$ cat src/rtl/tff_pkg.sv
// Shared definitions for the T flip-flop counter sequencer: FSM encoding and
// the per-bit toggle-chain helper used to build up/down count masks.
package tff_pkg;

  typedef enum logic [1:0] {
    ST_IDLE = 2'd0,
    ST_LOAD = 2'd1,
    ST_RUN  = 2'd2,
    ST_DONE = 2'd3
  } tff_state_e;

  // Carry of the toggle chain into the next bit: a bit toggles only when every
  // lower bit is all-ones (counting up) or all-zeros (counting down).
  function automatic logic mask_chain(input logic carry, input logic q_bit,
                                      input logic up);
    return carry & (up ? q_bit : ~q_bit);
  endfunction

endpackage

$ cat src/rtl/tff_cell.sv
// Single T flip-flop: toggles its output whenever t is high at the clock edge.
module tff_cell (
  input  logic clk,
  input  logic rst_n,
  input  logic t,
  output logic q
);

  always_ff @(posedge clk or negedge rst_n) begin
    if (!rst_n) q <= 1'b0;
    else        q <= q ^ t;
  end

endmodule

$ cat src/rtl/tff_count_sequencer.sv
// Sequences a bank of T flip-flop cells as a programmable up/down counter with
// optional preload, a tick budget, abort, and busy/done/wrap status.
module tff_count_sequencer
  import tff_pkg::*;
#(
  parameter int WIDTH = 8,
  parameter int CNT_W = 16
) (
  input  logic             clk,
  input  logic             rst_n,
  input  logic             start,
  input  logic             abort,
  input  logic             mode_up,
  input  logic             load_en,
  input  logic [WIDTH-1:0] load_val,
  input  logic [CNT_W-1:0] ticks,
  output logic [WIDTH-1:0] q,
  output logic             busy,
  output logic             done,
  output logic             wrap
);

  tff_state_e       state_q, state_d;
  logic [CNT_W-1:0] rem_q, rem_d;
  logic             mode_q;
  logic [WIDTH-1:0] load_val_q;
  logic             latch;
  logic             step;
  logic [WIDTH-1:0] t;
  logic [WIDTH-1:0] run_mask;

  assign run_mask[0] = 1'b1;
  for (genvar i = 1; i < WIDTH; i++) begin : g_chain
    assign run_mask[i] = mask_chain(run_mask[i-1], q[i-1], mode_q);
  end

  for (genvar i = 0; i < WIDTH; i++) begin : g_cell
    tff_cell u_cell (
      .clk   (clk),
      .rst_n (rst_n),
      .t     (t[i]),
      .q     (q[i])
    );
  end

  always_comb begin
    state_d = state_q;
    rem_d   = rem_q;
    t       = '0;
    latch   = 1'b0;
    step    = 1'b0;
    case (state_q)
      ST_IDLE: begin
        if (start) begin
          latch = 1'b1;
          rem_d = ticks;
          // A preload always happens when requested, even with a zero budget.
          if (load_en)            state_d = ST_LOAD;
          else if (ticks == '0)   state_d = ST_DONE;
          else                    state_d = ST_RUN;
        end
      end
      ST_LOAD: begin
        if (abort) begin
          state_d = ST_IDLE;
        end else begin
          t       = q ^ load_val_q;
          state_d = (rem_q == '0) ? ST_DONE : ST_RUN;
        end
      end
      ST_RUN: begin
        if (abort) begin
          state_d = ST_IDLE;
        end else begin
          t    = run_mask;
          step = 1'b1;
          if (rem_q != '0) rem_d = rem_q - 1'b1;
          if (rem_q <= CNT_W'(1)) state_d = ST_DONE;
        end
      end
      ST_DONE: state_d = ST_IDLE;
      default: state_d = ST_IDLE;
    endcase
  end

  always_ff @(posedge clk or negedge rst_n) begin
    if (!rst_n) begin
      state_q <= ST_IDLE;
      rem_q   <= '0;
      mode_q  <= 1'b0;
      wrap    <= 1'b0;
    end else begin
      state_q <= state_d;
      rem_q   <= rem_d;
      if (latch) mode_q <= mode_up;
      wrap    <= step & (mode_q ? (&q) : ~(|q));
    end
  end

  always_ff @(posedge clk) begin
    if (latch) load_val_q <= load_val;
  end

  assign busy = (state_q == ST_LOAD) || (state_q == ST_RUN);
  assign done = (state_q == ST_DONE);

endmodule

$ cat config.mk
export PLATFORM = sky130hd
export DESIGN_NAME = tff_count_sequencer
export DESIGN_NICKNAME = d
export VERILOG_FILES = /design/src/rtl/tff_pkg.sv /design/src/rtl/tff_cell.sv /design/src/rtl/tff_count_sequencer.sv
export SDC_FILE = /design/constraint.sdc
export NUM_CORES = 1
export LEC_CHECK = 0
export CORE_MARGIN = 4
export CORE_UTILIZATION = 65
export CTS_CLUSTER_DIAMETER = 30
export CTS_CLUSTER_SIZE = 14
export DETAILED_ROUTE_END_ITERATION = 6
export DONT_BUFFER_PORTS = 1
export GPL_ROUTABILITY_DRIVEN = 1
export PLACE_DENSITY_LB_ADDON = 0.15
export SLEW_MARGIN = 20
export SYNTH_ARGS = -nofsm -noshare
export SYNTH_HDL_FRONTEND = slang
export SYNTH_HIERARCHICAL = 1
export SYNTH_SLANG_ARGS = --single-unit
export TNS_END_PERCENT = 50
$ cat constraint.sdc
create_clock -name clk -period 5.5 [get_ports clk]
set_clock_uncertainty 0.15 [all_clocks]
set_input_delay 1.375 -clock clk [delete_from_list [all_inputs] [get_ports clk]]
set_output_delay 1.375 -clock clk [all_outputs]
set_load 0.1 [all_outputs]
==> results of run 1 <==
[stage by stage]
step,total power (W),instances,utilization
floorplan,0.00131,231,-
global placement,0.00142,272,0.693
detailed placement,0.00146,272,0.693
CTS,0.00165,280,0.715
global route,0.00176,280,0.715
finish,0.00167,280,0.715
[worst reg2reg max path, stage by stage (launching register included)]
cell and delay, ps:
sky130_fd_sc_hd__dfrtp_1 430, sky130_fd_sc_hd__inv_1 110, sky130_fd_sc_hd__ha_1 550, sky130_fd_sc_hd__and2b_1 400, sky130_fd_sc_hd__nand2_1 200, sky130_fd_sc_hd__a21oi_4 320
sky130_fd_sc_hd__nor2_1 180, sky130_fd_sc_hd__a221o_1 350
[state kept, by name (all words and copies together) (netlist names)]
signal / flops
rem_q: 16
g_cell.u_cell/q: 8
load_val_q: 8
state_q: 2
mode_q: 1
wrap: 1
[cell families (layout without fill, tap and decap cells)]
group / Yosys count / in the layout / synth area share
flops: 36 / 36 / 0.410
fa+ha+maj: 7 / 7 / 0.0382
simple gates: 88 / 88 / 0.231
xor+xnor: 18 / 18 / 0.0688
mux: 4 / 4 / 0.0191
compound gates: 62 / 62 / 0.204
buf+inv: 16 / 19 / 0.0284
[power groups by stage]
stage / combinational (W) / sequential [W] / clock, W
2_1_floorplan: 0.000570 / 0.000742 / 0
3_3_place_gp: 0.000634 / 0.000789 / 0
3_5_place_dp: 0.000661 / 0.000800 / 0
4_1_cts: 0.000667 / 0.000794 / 0.000191
5_1_grt: 0.000741 / 0.000820 / 0.000201
6_report: 0.000678 / 0.000798 / 0.000189
[layout by cell type (no fill, tap or decap), types with 2 or more instances in the layout]
| cell type | count |
|---|---|
| sky130_fd_sc_hd__o22ai_1 | 3 |
| sky130_fd_sc_hd__mux2_2 | 2 |
| sky130_fd_sc_hd__o21ai_0 | 7 |
| sky130_fd_sc_hd__a21boi_0 | 2 |
| sky130_fd_sc_hd__a221o_1 | 4 |
| sky130_fd_sc_hd__dfrtp_1 | 28 |
| sky130_fd_sc_hd__nand3_1 | 5 |
| sky130_fd_sc_hd__a211oi_1 | 2 |
| sky130_fd_sc_hd__and2_1 | 2 |
| sky130_fd_sc_hd__o21ai_1 | 7 |
| sky130_fd_sc_hd__clkbuf_4 | 5 |
| sky130_fd_sc_hd__xor2_1 | 16 |
| sky130_fd_sc_hd__a32o_1 | 2 |
| sky130_fd_sc_hd__or3_1 | 3 |
| sky130_fd_sc_hd__nor3_2 | 2 |
| sky130_fd_sc_hd__and3_1 | 6 |
| sky130_fd_sc_hd__xnor2_1 | 2 |
| sky130_fd_sc_hd__nor2b_1 | 6 |
| sky130_fd_sc_hd__inv_1 | 9 |
| sky130_fd_sc_hd__nor4_1 | 5 |
| sky130_fd_sc_hd__a22oi_1 | 3 |
| sky130_fd_sc_hd__a21oi_4 | 2 |
| sky130_fd_sc_hd__ha_1 | 7 |
| sky130_fd_sc_hd__nand2b_1 | 3 |
| sky130_fd_sc_hd__nand4_1 | 4 |
| sky130_fd_sc_hd__nor3_1 | 8 |
| sky130_fd_sc_hd__o31ai_1 | 3 |
| sky130_fd_sc_hd__o221a_1 | 3 |
| sky130_fd_sc_hd__nand2_1 | 19 |
| sky130_fd_sc_hd__a21oi_1 | 11 |
| sky130_fd_sc_hd__nor2_1 | 12 |
| sky130_fd_sc_hd__edfxtp_1 | 8 |
[layer usage]
metal	routed length [µm]	global-route usage	vias to the layer above	share of wire
li1	-	-	870	-
met2	2510	0.391	135	0.44
met5	0	0	-	0
met3	664	0.0899	17	0.12
met1	2350	0.391	917	0.42
met4	111	0.0835	0	0.020
[layout make-up]
| type | count | area share |
|---|---|---|
| Clock buffer | 6 | 0.0172 |
| Clock inverter | 2 | 0.0146 |
| Inverter | 10 | 0.0156 |
| Multi-Input combinational cell | 179 | 0.535 |
| Sequential cell | 36 | 0.391 |
| Tap cell | 46 | 0.0239 |
| Timing Repair Buffer | 1 | 0.00312 |
[how the worst max path moves through the flow]
stage	depth (start not counted)	slack, ps	end
CTS	3	2320	busy
finish	3	2350	busy
global placement	5	2600	rem_q[6]
floorplan	2	2640	busy
detailed placement	4	2510	rem_q[5]
global route	3	2230	busy
==> impl_table.tex, run 1 <==
\begin{tabular}{lr}
\hline
Metric & Value \\
\hline
\multicolumn{2}{l}{\textbf{Global routing}} \\
\quad Global-route total usage across every layer & 0.273 \\
\quad Wire length of the first global-routing pass & 9190 µm \\
\quad Largest net degree at the start of global routing & 29 \\
\quad Number of global-route vias before repair & 1,826 \\
\quad Overflow left after global routing & 0 \\
\quad Antenna violations before repair & 0 \\
\multicolumn{2}{l}{\textbf{Clock tree}} \\
\quad Number of H-tree levels & 2 \\
\quad TritonCTS clock tree & built \\
\quad Number of gates given a new drive strength after cts & 0 \\
\quad Number of buffers created by CTS & 5 \\
\quad Sink count of the clock tree & 36 \\
\quad Clock transition at the register clock pins on the worst setup and hold paths after CTS & 120 ps \\
\quad Clock insertion delay at the later pin of the skew report & 360 ps \\
\quad Cell chosen for the clock root & sky130\_fd\_sc\_hd\_\_clkbuf\_4 \\
\quad Maximum clock insertion buffer count & 2 \\
\quad Setup fix buffers added after clock tree synthesis & 0 \\
\quad Number of buffers inserted by hold repair at cts & 0 \\
\multicolumn{2}{l}{\textbf{STA}} \\
\quad Fin Setup TNS & 0 ps \\
\quad Setup repair after global routing missed its margin & false \\
\quad Final-report hold violation count & 0 \\
\quad Final setup violating endpoints & 0 \\
\quad Final max-slew violation count & 0 \\
\quad Rel. slew slack & 0.229 \\
\quad Final min period & 3150 ps \\
\quad Slew of the pin with the lowest slew margin & 1160 ps \\
\quad F\_max & 317 MHz \\
\quad Share of the cycle needed by the critical path after routing & 0.573 \\
\quad Final worst-path setup slack & 2350 ps \\
\quad Final Hold Slack & 392 ps \\
\multicolumn{2}{l}{\textbf{Placed design}} \\
\quad Setup slack at placement & 2510 ps \\
\quad Hpwl dp & 4110 µm \\
\quad Total placed instance area & 2330 µm² \\
\quad Count of port buffers added during placement & 0 \\
\quad Routability congestion estimate & 0.990 \\
\multicolumn{2}{l}{\textbf{Pwr}} \\
\quad P\_int & 0.000750 W \\
\quad Sw Share & 0.550 \\
\quad Clock power share & 0.114 \\
\quad Switching component of the power & 0.000915 W \\
\quad Cell leakage power & 0.955 nW \\
\quad Part of the total power dissipated in sequential elements & 0.479 \\
\quad Combinational cell fraction of total power & 0.407 \\
\quad Peak VDD IR & 0.706 mV \\
\quad Power density cells & 692 nW/µm² \\
\multicolumn{2}{l}{\textbf{Synthesis}} \\
\quad Top area cells in the synthesized netlist & sky130\_fd\_sc\_hd\_\_dfrtp\_1 31\%, sky130\_fd\_sc\_hd\_\_edfxtp\_1 10\%, sky130\_fd\_sc\_hd\_\_xor2\_1 6.1\% \\
\quad Instance count of the mapped netlist & 231 \\
\quad Mapped Nets & 268 \\
\quad Leading register cell type out of synthesis & sky130\_fd\_sc\_hd\_\_dfrtp\_1 \\
\quad Most repeated cell in the gate-level netlist after synthesis & sky130\_fd\_sc\_hd\_\_dfrtp\_1 \\
\quad Post-synthesis sequential element count & 36 \\
\quad Leading cell types by count after synthesis & 28 x sky130\_fd\_sc\_hd\_\_dfrtp\_1, 19 x sky130\_fd\_sc\_hd\_\_nand2\_1, 16 x sky130\_fd\_sc\_hd\_\_xor2\_1 \\
\quad Netlist area before placement & 2290 µm² \\
\quad Post-synth top area cell & sky130\_fd\_sc\_hd\_\_dfrtp\_1 \\
\quad Share of flip-flops with an asynchronous set or reset & 0.778 \\
\quad Post-synthesis sequential area ratio & 0.410 \\
\quad Distinct cell type count after synthesis & 64 \\
\quad Number of enable-type register cells in the synthesized netlist & 8 \\
\quad Average instance area after synthesis & 9.92 µm² \\
\quad Yosys warnings & 6 \\
\quad Post-synth top area share & 0.306 \\
\multicolumn{2}{l}{\textbf{Setup path}} \\
\quad Library cell contributing the largest single delay on the critical path & sky130\_fd\_sc\_hd\_\_ha\_1 \\
\quad Setup crit end kind & primary output \\
\quad Cells on worst reg2reg path & 7 \\
\quad FF-to-FF End & rem\_q[3] \\
\quad Critical-path maximum fanout & 9 \\
\quad Reg-to-reg critical path startpoint & state\_q[0] \\
\quad Worst-path cell chain & inv\_1 > ha\_1 > buf\_4 \\
\quad Cell type group with the largest total delay on the critical path & buffers and inverters \\
\quad Buf+Inv Stages, Crit Path & 2 \\
\quad Crit path required time & 3970 ps \\
\quad Launching element type of the critical path & flip-flop \\
\quad CP arrival & 1630 ps \\
\quad Beginning of the critical path & state\_q[0] \\
\quad Max incr delay on CP & 430 ps \\
\quad Critical path start-end classification & reg2out \\
\quad Worst-case register-to-register setup slack & 2710 ps \\
\multicolumn{2}{l}{\textbf{Layout}} \\
\quad Sequential standard cell area & 941 µm² \\
\quad Area of the multi-input gates & 1290 µm² \\
\quad Area growth, synth to finish & 4.97\% \\
\quad Ant diodes & 0 \\
\quad Final non-filler cell area & 2410 µm² \\
\quad Filler Cell Count & 290 \\
\quad Share of post-route cells with drive strength above 1 & 0.111 \\
\quad Nets & 270 \\
\multicolumn{2}{l}{\textbf{Routing}} \\
\quad DRT iter0 DRCs & 264 \\
\quad Routed len/inst & 20.1 µm \\
\quad Final antenna-violating net count & 0 \\
\quad Number of detailed-routing iterations run before antenna repair & 5 \\
\quad DRC violations left & 0 \\
\quad Post-detailed-route via-to-cell ratio & 6.93 \\
\quad Total Wirelength & 5630 µm \\
\quad Total vias in the final route & 1,939 \\
\multicolumn{2}{l}{\textbf{Floorplanning}} \\
\quad Core Footprint & 3360 µm² \\
\quad Standard-cell row count & 21 \\
\quad Die height & 67.4 µm \\
\quad Die extent in x & 67.4 µm \\
\quad Area of the die & 4540 µm² \\
\quad IO Pins & 41 \\
\quad Initial Util & 0.682 \\
\multicolumn{2}{l}{\textbf{Hold path}} \\
\quad Worst hold path endpoint & rem\_q[13] \\
\quad Hold/Removal Path Class & reg2reg \\
\quad Hold Crit Depth & 1 \\
\quad Worst Min Path Start & rem\_q[13] \\
\multicolumn{2}{l}{\textbf{Status}} \\
\quad Status & finished clean \\
\multicolumn{2}{l}{\textbf{Run}} \\
\quad \# Max-Cap Violations & 0 \\
\hline
\end{tabular}
Power figures use the tool's default switching activity.
==> run 2: changes to the inputs <==
--- a/config.mk
+++ b/config.mk
@@ -6,7 +6,7 @@
 export NUM_CORES = 1
 export LEC_CHECK = 0
 export CORE_MARGIN = 4
-export CORE_UTILIZATION = 65
+export CORE_UTILIZATION = 63
 export CTS_CLUSTER_DIAMETER = 30
 export CTS_CLUSTER_SIZE = 14
 export DETAILED_ROUTE_END_ITERATION = 6
==> constraint.sdc (replaced) <==
create_clock -name clk -period 3.1 [get_ports clk]
set_clock_uncertainty 0.15 [all_clocks]
set_input_delay 0.775 -clock clk [delete_from_list [all_inputs] [get_ports clk]]
set_output_delay 0.775 -clock clk [all_outputs]
set_load 0.1 [all_outputs]
==> impl_table.tex, run 2 (synthesis gave the netlist of run 1 again) <==
\begin{tabular}{lr}
\hline
Metric & Value \\
\hline
\multicolumn{2}{l}{\textbf{Status}} \\
\quad Status & finished clean \\
\multicolumn{2}{l}{\textbf{Routing}} \\
\quad Post-detailed-route via-to-cell ratio & 6.67 \\
\quad Routed len/inst & 20.3 µm \\
\quad Total vias in the final route & 1,953 \\
\quad Total Wirelength & 5940 µm \\
\quad DRC violations left & 0 \\
\quad Number of detailed-routing iterations run before antenna repair & 5 \\
\quad DRT iter0 DRCs & 174 \\
\quad Final antenna-violating net count & 0 \\
\multicolumn{2}{l}{\textbf{STA}} \\
\quad Setup repair after global routing missed its margin & false \\
\quad Slew of the pin with the lowest slew margin & 966 ps \\
\quad Share of the cycle needed by the critical path after routing & 0.876 \\
\quad Final setup violating endpoints & 0 \\
\quad Fin Setup TNS & 0 ps \\
\quad Final max-slew violation count & 0 \\
\quad F\_max & 368 MHz \\
\quad Final-report hold violation count & 0 \\
\quad Rel. slew slack & 0.356 \\
\quad Final min period & 2720 ps \\
\multicolumn{2}{l}{\textbf{Global routing}} \\
\quad Global-route total usage across every layer & 0.284 \\
\quad Wire length of the first global-routing pass & 9590 µm \\
\quad Overflow left after global routing & 0 \\
\quad Number of global-route vias before repair & 1,874 \\
\quad Largest net degree at the start of global routing & 29 \\
\quad Antenna violations before repair & 0 \\
\multicolumn{2}{l}{\textbf{Pwr}} \\
\quad Peak VDD IR & 0.852 mV \\
\quad Part of the total power dissipated in sequential elements & 0.318 \\
\quad Cell leakage power & 1.02 nW \\
\quad Sw Share & 0.540 \\
\quad Power density cells & 1230 nW/µm² \\
\quad Clock power share & 0.110 \\
\quad Combinational cell fraction of total power & 0.572 \\
\quad Switching component of the power & 0.00167 W \\
\quad P\_int & 0.00143 W \\
\multicolumn{2}{l}{\textbf{Floorplanning}} \\
\quad Standard-cell row count & 21 \\
\quad Die extent in x & 68.3 µm \\
\quad Area of the die & 4670 µm² \\
\quad Initial Util & 0.671 \\
\quad IO Pins & 41 \\
\quad Die height & 68.3 µm \\
\quad Core Footprint & 3420 µm² \\
\multicolumn{2}{l}{\textbf{Setup path}} \\
\quad Critical path start-end classification & reg2reg \\
\quad Critical-path maximum fanout & 16 \\
\quad CP arrival & 2810 ps \\
\quad Setup crit end kind & flip-flop \\
\quad Launching element type of the critical path & flip-flop \\
\quad Crit path required time & 3190 ps \\
\multicolumn{2}{l}{\textbf{Clock tree}} \\
\quad Number of H-tree levels & 2 \\
\quad Maximum clock insertion buffer count & 2 \\
\quad Clock transition at the register clock pins on the worst setup and hold paths after CTS & 130 ps \\
\quad Sink count of the clock tree & 36 \\
\quad Number of buffers created by CTS & 5 \\
\quad Cell chosen for the clock root & sky130\_fd\_sc\_hd\_\_clkbuf\_4 \\
\quad Setup fix buffers added after clock tree synthesis & 0 \\
\quad TritonCTS clock tree & built \\
\quad Clock insertion delay at the later pin of the skew report & 360 ps \\
\quad Number of gates given a new drive strength after cts & 0 \\
\multicolumn{2}{l}{\textbf{Layout}} \\
\quad Most common library cell in the layout ignoring fill and taps & sky130\_fd\_sc\_hd\_\_dfrtp\_1 \\
\quad Nets & 283 \\
\quad Ant diodes & 0 \\
\quad Max FFs per register & 16 \\
\quad Share of post-route cells with drive strength above 1 & 0.162 \\
\quad Register bank with the most flops & rem\_q \\
\quad Final instance count without filler cells & 293 \\
\quad Area growth, synth to finish & 9.93\% \\
\quad Registers with the most flip-flops & rem\_q: 16 flops, g\_cell.u\_cell/q: 8 flops, load\_val\_q: 8 flops \\
\quad Commonest cells after routing, fill and taps aside & 28 x sky130\_fd\_sc\_hd\_\_dfrtp\_1, 19 x sky130\_fd\_sc\_hd\_\_nand2\_1, 16 x sky130\_fd\_sc\_hd\_\_xor2\_1, 13 x sky130\_fd\_sc\_hd\_\_buf\_4, 12 x sky130\_fd\_sc\_hd\_\_nor2\_1 \\
\multicolumn{2}{l}{\textbf{Run}} \\
\quad \# Max-Cap Violations & 0 \\
\multicolumn{2}{l}{\textbf{Hold path}} \\
\quad Hold/Removal Path Class & in2async \\
\multicolumn{2}{l}{\textbf{Placed design}} \\
\quad Count of port buffers added during placement & 0 \\
\quad Hpwl dp & 4420 µm \\
\quad Cell Count Post-Placement & 284 \\
\quad Routability congestion estimate & 0.977 \\
\hline
\end{tabular}
-- run 2: what timing repair did --
item,CTS,global route
endpoints found under the setup margin,0,0
hold endpoints to repair,28,0
hold buffers,1,0
-- run 2: critical path: stages, from the launching register on --
cell,delay (ps)
sky130_fd_sc_hd__dfrtp_1,440
sky130_fd_sc_hd__inv_1,100
sky130_fd_sc_hd__ha_1,560
sky130_fd_sc_hd__and2b_1,370
sky130_fd_sc_hd__nand2_1,190
sky130_fd_sc_hd__a21oi_4,300
sky130_fd_sc_hd__nor2_1,160
sky130_fd_sc_hd__a221o_1,330
-- run 2: cell type report --
| cell class | count | area [µm²] |
|---|---|---|
| Tap cell | 46 | 57.6 |
| Sequential cell | 36 | 941 |
| Clock inverter | 3 | 42.5 |
| Inverter | 10 | 37.5 |
| Fill cell | 239 | 896 |
| Clock buffer | 5 | 37.5 |
| Timing Repair Buffer | 14 | 118 |
| Multi-Input combinational cell | 179 | 1290 |
-- run 2: path summary, 6_finish.rpt --
kind                             start  slack [ps]  cells past startpoint       endpoint
hold / removal                   rst_n          70                      1       rem_q[8]
max in group asynchronous        rst_n        2560                      1       rem_q[4]
hold reg to reg              rem_q[13]         420                      1      rem_q[13]
min in group clk           load_val[4]         350                      0  load_val_q[4]
setup / recovery            state_q[0]         380                      7       rem_q[3]
setup reg to reg            state_q[0]         380                      7       rem_q[3]
-- run 2: power by group through the flow --
stage | clock network, W | logic (W) | registers [W]
after detailed placement | 0 | 0.00174 | 0.000989
after global routing | 0.000369 | 0.00190 | 0.00101
after CTS | 0.000343 | 0.00176 | 0.000980
final | 0.000341 | 0.00177 | 0.000984
after global placement | 0 | 0.00168 | 0.000970
after floorplan | 0 | 0.00101 | 0.00132
-- run 2: metrics by stage --
| stage | hold slack [ps] | utilization | total power [W] | area (µm²) | worst slack (ps) |
|---|---|---|---|---|---|
| 2_1_floorplan | 329 | - | 0.00233 | 2290 | 651 |
| 3_3_place_gp | 330 | 0.708 | 0.00265 | 2420 | 595 |
| 3_5_place_dp | 330 | 0.708 | 0.00272 | 2420 | 460 |
| 4_1_cts | 69.3 | 0.738 | 0.00308 | 2520 | 425 |
| 5_1_grt | 52.4 | 0.738 | 0.00328 | 2520 | 227 |
| 6_report | 65.5 | 0.738 | 0.00310 | 2520 | 384 |
-- run 2: metal layers --
layer | global-route usage | routed length (µm)
met1 | 0.401 | 2470
met2 | 0.415 | 2730
met3 | 0.0903 | 669
met4 | 0.0868 | 69
met5 | 0 | 0
